`config.mk`:
```
export PLATFORM = sky130hd
export DESIGN_NAME = bus_arbiter
export DESIGN_NICKNAME = d
export VERILOG_FILES = /design/src/rtl/bus_arbiter.sv
export SDC_FILE = /design/constraint.sdc
export NUM_CORES = 1
export LEC_CHECK = 0
export BUFFER_PORTS_ARGS = -buffer_cell sky130_fd_sc_hd__buf_4
export CAP_MARGIN = 20
export CORE_UTILIZATION = 42
export CTS_CLUSTER_SIZE = 24
export DETAILED_ROUTE_END_ITERATION = 10
export HOLD_SLACK_MARGIN = 0.02
export PLACE_DENSITY = 0.83
export SYNTH_ARGS = -nofsm -noshare
export SYNTH_HDL_FRONTEND = slang
export SYNTH_SLANG_ARGS = --single-unit
```
`constraint.sdc`:
```
create_clock -name clk -period 2.05 [get_ports clk]
set_input_delay 0.205 -clock clk [delete_from_list [all_inputs] [get_ports clk]]
set_output_delay 0.205 -clock clk [all_outputs]
set_load 0.05 [all_outputs]
```
`src/rtl/bus_arbiter.sv`:
```
// Two-port bus arbiter: the instruction-fetch and MEM-stage data ports share one external bus.
// Optional macro ARB_STARVE_GUARD_EN forces IF through after STARVE_LIMIT back-to-back MEM grants.
module bus_arbiter #(
  parameter int unsigned TIMEOUT      = 255,
  parameter int unsigned STARVE_LIMIT = 4
) (
  input  logic        clk,
  input  logic        rst,
  input  logic        if_req,
  input  logic [31:0] if_addr,
  output logic [31:0] if_rdata,
  output logic        if_ack,
  input  logic        mem_req,
  input  logic        mem_rw,
  input  logic [31:0] mem_addr,
  input  logic [31:0] mem_wdata,
  input  logic [3:0]  mem_sel,
  output logic [31:0] mem_rdata,
  output logic        mem_ack,
  output logic        stallreq,
  output logic        bus_en,
  output logic        bus_rw,
  output logic [31:0] bus_addr,
  output logic [31:0] bus_wdata,
  output logic [3:0]  bus_sel,
  input  logic [31:0] bus_rdata,
  input  logic        bus_ack,
  output logic        bus_err,
  output logic [1:0]  dbg_state
);

  // Handshake: a requester raises *_req with stable fields and holds it until it sees *_ack
  // (a one-cycle pulse); the bus side holds bus_en and all bus_* fields until bus_ack or abort.

  typedef enum logic [1:0] {
    IDLE     = 2'd0,
    BUSY_IF  = 2'd1,
    BUSY_MEM = 2'd2
  } state_t;

  localparam logic [9:0] TMO_LAST = 10'(TIMEOUT - 1);

  state_t     state_q;
  state_t     state_d;
  logic [9:0] tmo_q;
  logic       busy;
  logic       timeout_hit;
  logic       grant_mem;
  logic       grant_if;
  logic       done;
  logic       abort;
  logic       force_if;

  assign busy        = (state_q == BUSY_IF) || (state_q == BUSY_MEM);
  assign timeout_hit = busy && (tmo_q == TMO_LAST);
  assign dbg_state   = state_q;

  assign stallreq = (if_req & ~if_ack) | (mem_req & ~mem_ack);

`ifdef ARB_STARVE_GUARD_EN
  logic [2:0] starve_q;

  // Only counts MEM grants that overtook a waiting fetch.
  always_ff @(posedge clk or negedge rst) begin
    if (!rst) begin
      starve_q <= 3'd0;
    end else if (grant_if) begin
      starve_q <= 3'd0;
    end else if (grant_mem && if_req) begin
      starve_q <= starve_q + 3'd1;
    end
  end

  assign force_if = if_req && (starve_q == 3'(STARVE_LIMIT));
`else
  // Strict MEM priority; STARVE_LIMIT has no effect without the guard.
  assign force_if = 1'b0 && (STARVE_LIMIT != 0);
`endif

  always_ff @(posedge clk or negedge rst) begin
    if (!rst) begin
      state_q <= IDLE;
    end else begin
      state_q <= state_d;
    end
  end

  always_comb begin
    state_d   = state_q;
    grant_mem = 1'b0;
    grant_if  = 1'b0;
    done      = 1'b0;
    abort     = 1'b0;
    unique case (state_q)
      IDLE: begin
        if (mem_req && !force_if) begin
          grant_mem = 1'b1;
          state_d   = BUSY_MEM;
        end else if (if_req) begin
          grant_if = 1'b1;
          state_d  = BUSY_IF;
        end
      end
      BUSY_IF, BUSY_MEM: begin
        // A bus_ack arriving on the timeout edge still completes normally.
        if (bus_ack) begin
          done    = 1'b1;
          state_d = IDLE;
        end else if (timeout_hit) begin
          abort   = 1'b1;
          state_d = IDLE;
        end
      end
      default: state_d = IDLE;
    endcase
  end

  always_ff @(posedge clk or negedge rst) begin
    if (!rst) begin
      bus_en    <= 1'b0;
      bus_rw    <= 1'b0;
      bus_addr  <= 32'h0;
      bus_wdata <= 32'h0;
      bus_sel   <= 4'h0;
      bus_err   <= 1'b0;
      if_ack    <= 1'b0;
      if_rdata  <= 32'h0;
      mem_ack   <= 1'b0;
      mem_rdata <= 32'h0;
      tmo_q     <= 10'd0;
    end else begin
      if_ack  <= 1'b0;
      mem_ack <= 1'b0;
      bus_err <= 1'b0;
      if (grant_mem) begin
        bus_en    <= 1'b1;
        bus_rw    <= mem_rw;
        bus_addr  <= mem_addr;
        bus_wdata <= mem_wdata;
        bus_sel   <= mem_sel;
        tmo_q     <= 10'd0;
      end else if (grant_if) begin
        bus_en    <= 1'b1;
        bus_rw    <= 1'b0;
        bus_addr  <= if_addr;
        bus_wdata <= 32'h0;
        bus_sel   <= 4'hF;
        tmo_q     <= 10'd0;
      end else if (done || abort) begin
        bus_en  <= 1'b0;
        bus_err <= abort;
        if (state_q == BUSY_IF) begin
          if_ack   <= 1'b1;
          if_rdata <= done ? bus_rdata : 32'h0;
        end else begin
          mem_ack   <= 1'b1;
          mem_rdata <= done ? bus_rdata : 32'h0;
        end
      end else if (busy) begin
        tmo_q <= tmo_q + 10'd1;
      end
    end
  end

endmodule

```
==> metrics.txt <==
top cell type by total area after synthesis=dfrtp_1; leak pwr=around 4.5 nW; synth unique cells=42; crit path capture=mem_rdata[11]$_DFFE_PN0P_; HP Class=input pin to flip-flop; worst setup path startpoint=dbg_state[1]$_DFFE_PN0P_; Die X-Extent=approximately 120 um; main flop type after synthesis=dfrtp_1; kind of critical path=flip-flop to flip-flop; Post-Route WL=18200 um; status=finished, final reports clean; crit end category=flip-flop; endpoints failing setup=0; hold path start=mem_rw; GPL Wtd Cong=0.804; Slew Limit Fails=0; wire per inst=~18 um; fmax=490 MHz; sequential fraction of the synthesis area=0.622; EDFF count, synth=0; maximum number of pins on one net before global-route repair=78; number of port buffers=277; Hold Slack=0.0311 ns; CTS tree=done; GRT Util Overall=0.245; async set or reset register ratio after synthesis=1.00; Worst Setup Start Kind=flip-flop; 1st-iter DRT viols=447; Syn Area/Cell=12.1 um^2; Synth Net Count=637; Vias/cell=5.54; Post-Syn Area=~6000 um^2; GR peak layer=met2; Root Buffer=clkbuf_16; IO Pins=278; n_diodes=0; fin area=roughly 9200 um^2; placed cell count=921; final worst path period share=0.996; Hold Vio Cnt, Final=0; worst path required time=2.34 ns; cts bufs inserted=17; clock buffer depth=2; Vert. Die Dim=about 120 um; share of cells above drive strength 1=0.423; P&R area growth vs syn=54.3%; max_cap viols=0; FF-to-FF path depth=7; Setup WS post-layout=0.00827 ns; critical path arrival=2.34 ns; fin crit period=2.04 ns; worst-path fanout max=16; die area=14700 um^2; RSZ-0062 raised after global routing=true; Pwr Density=1970 nW/um^2; Placeable Area=13900 um^2; Syn. warnings=0; Total Neg Setup Slack=0 ns; htree depth=4; Clock Sinks=149; Worst-path clk slew=around 0.06 ns; r2r setup slk=0.008 ns; Max rail drop VDD=roughly 940 uV; DP Area=8250 um^2; Syn Inst Count=495; met2 Track Usage GR=0.425; top-area cell type share of the netlist area=0.622; CP max stage delay=around 0.38 ns; worst-path cell chain=inv_2 > ha_4 > nand4bb_4 > o41ai_4 > buf_4 > nand2_4 > a32o_1; Layout Utilization=0.666; initial antenna violation count=0; RR Startpoint=dbg_state[1]$_DFFE_PN0P_; hpwl dp=11700 um; vias=5511; Final ANT Viol Nets=0; Layout Skew=0.00892 ns; RR Endpoint=mem_rdata[11]$_DFFE_PN0P_; vias in the first global route=5519; DRC=0; Power Total=18.3 mW; total grt overflow=0; met1 usage in global routing=0.302; met3 usage=0.0376; Slew HR=0.623; Initial DRT Pass Iterations=5; NumNets Final=943; Place WS=-0.140 ns; first-pass GRT wire length=28000 um; main area contributors after synthesis=dfrtp_1 (62%), a32o_1 (11%), a22o_1 (5.0%), nand2_1 (4.3%), a31oi_1 (3.9%); Worst Tran Pin Value=0.565 ns; post-route insts no fill=994; Initial Util=0.432; FF+latch count, synth=149; CP max-delay cell=dfrtp_2; number of core rows=43; Worst-Skew Late Latency=0.41 ns
-- kinds of logic after synthesis --
logic type / synth area share
and+or+nand+nor: 0.0979
xor gates and xnor gates: 0.00585
adders and majority gates: 0.00835
AOI/OAI and AO/OA: 0.225
DFF: 0.622
buffers and inverters: 0.0409
-- registers in the layout, indices dropped and copies added, names as in the netlist --
name / cells
bus_addr: 32
if_rdata: 32
bus_rw: 1
mem_ack: 1
bus_sel: 4
if_ack: 1
bus_err: 1
dbg_state: 2
tmo_q: 10
bus_en: 1
mem_rdata: 32
bus_wdata: 32
-- synth_stat cells (3+ instances only) --
library cell and count:
clkbuf_1 31, buf_6 6, buf_1 5, ha_1 4, nor2_1 41, xnor2_1 3, a32o_1 64, dfrtp_1 149
a31oi_1 37, nand2_1 69, o21ai_0 4, a22o_1 34, inv_1 10, o22a_1 4
-- layer usage --
layer  routed length, um  vias up
met1                7160     2768
met2                9600      236
met3                 982       31
li1                    -     2476
met5                   0        -
met4                 462        0
-- timing repair --
item / CTS / global route
hold endpoints to repair: 95 / 0
pin swaps: 2 / 0
setup endpoints to repair: 64 / 64
buffers inserted: 2 / 0
gates resized for setup: 1 / 2
cloned: 1 / 1
hold buffers: 37 / 0
-- worst max-delay path: cells and delay by family, from the launching register on --
kind	cells	cell delay [ns]
AOI/OAI and AO/OA	2	0.61
and+or+nand+nor	2	0.31
DFF	1	0.38
buffers and inverters	2	0.30
adders and majority gates	1	0.32
-- cell usage in the layout, fill, tap and decap left out, types with 2 or more instances in the layout --
master | netlist | layout
clkinv_4 | 0 | 3
inv_6 | 0 | 5
clkbuf_8 | 0 | 2
o22a_1 | 4 | 4
nor2_1 | 41 | 41
xnor2_1 | 3 | 3
clkinvlp_4 | 0 | 2
nand2_8 | 0 | 2
dfrtp_2 | 0 | 2
a31oi_1 | 37 | 37
nand2_4 | 2 | 2
and2_2 | 1 | 2
inv_2 | 0 | 2
ha_1 | 4 | 3
and3_1 | 2 | 2
o22ai_1 | 2 | 2
inv_8 | 0 | 2
a32o_1 | 64 | 64
buf_4 | 0 | 286
a22o_1 | 34 | 34
clkbuf_16 | 0 | 17
a41o_1 | 2 | 2
nor3_1 | 2 | 2
buf_12 | 0 | 4
o21ai_0 | 4 | 4
dlygate4sd3_1 | 0 | 37
inv_1 | 10 | 8
dfrtp_1 | 149 | 147
nand2_1 | 69 | 69
-- where the power goes --
group | internal (mW) | switching (mW) | leakage, nW
Combinational | 3.22 | 7.07 | 2.38
Clock | 1.65 | 1.28 | 0.275
Sequential | 4.24 | 0.797 | 1.85
-- how the worst min path moves through the flow --
stage,cells after the start,slack (ns),end
floorplan,0,-0.09,bus_addr[0]$_DFFE_PN0P_
global placement,1,0.20,if_rdata[10]$_DFFE_PN0P_
detailed placement,1,0.22,if_rdata[10]$_DFFE_PN0P_
CTS,2,0.02,bus_err$_DFF_PN0_
global route,2,0.02,bus_rw$_DFFE_PN0P_
finish,2,0.03,bus_rw$_DFFE_PN0P_
-- area by class of cell --
cell class | count | area [um^2]
clock inverters | 13 | 113
flip-flops and latches | 149 | 3730
multi-input cells | 295 | 2080
inverters | 10 | 37.5
clock buffers | 19 | 453
well taps | 180 | 225
fillers | 1041 | 4640
repair buffers | 328 | 2610
No activity file was read; power rests on OpenSTA's default activity.
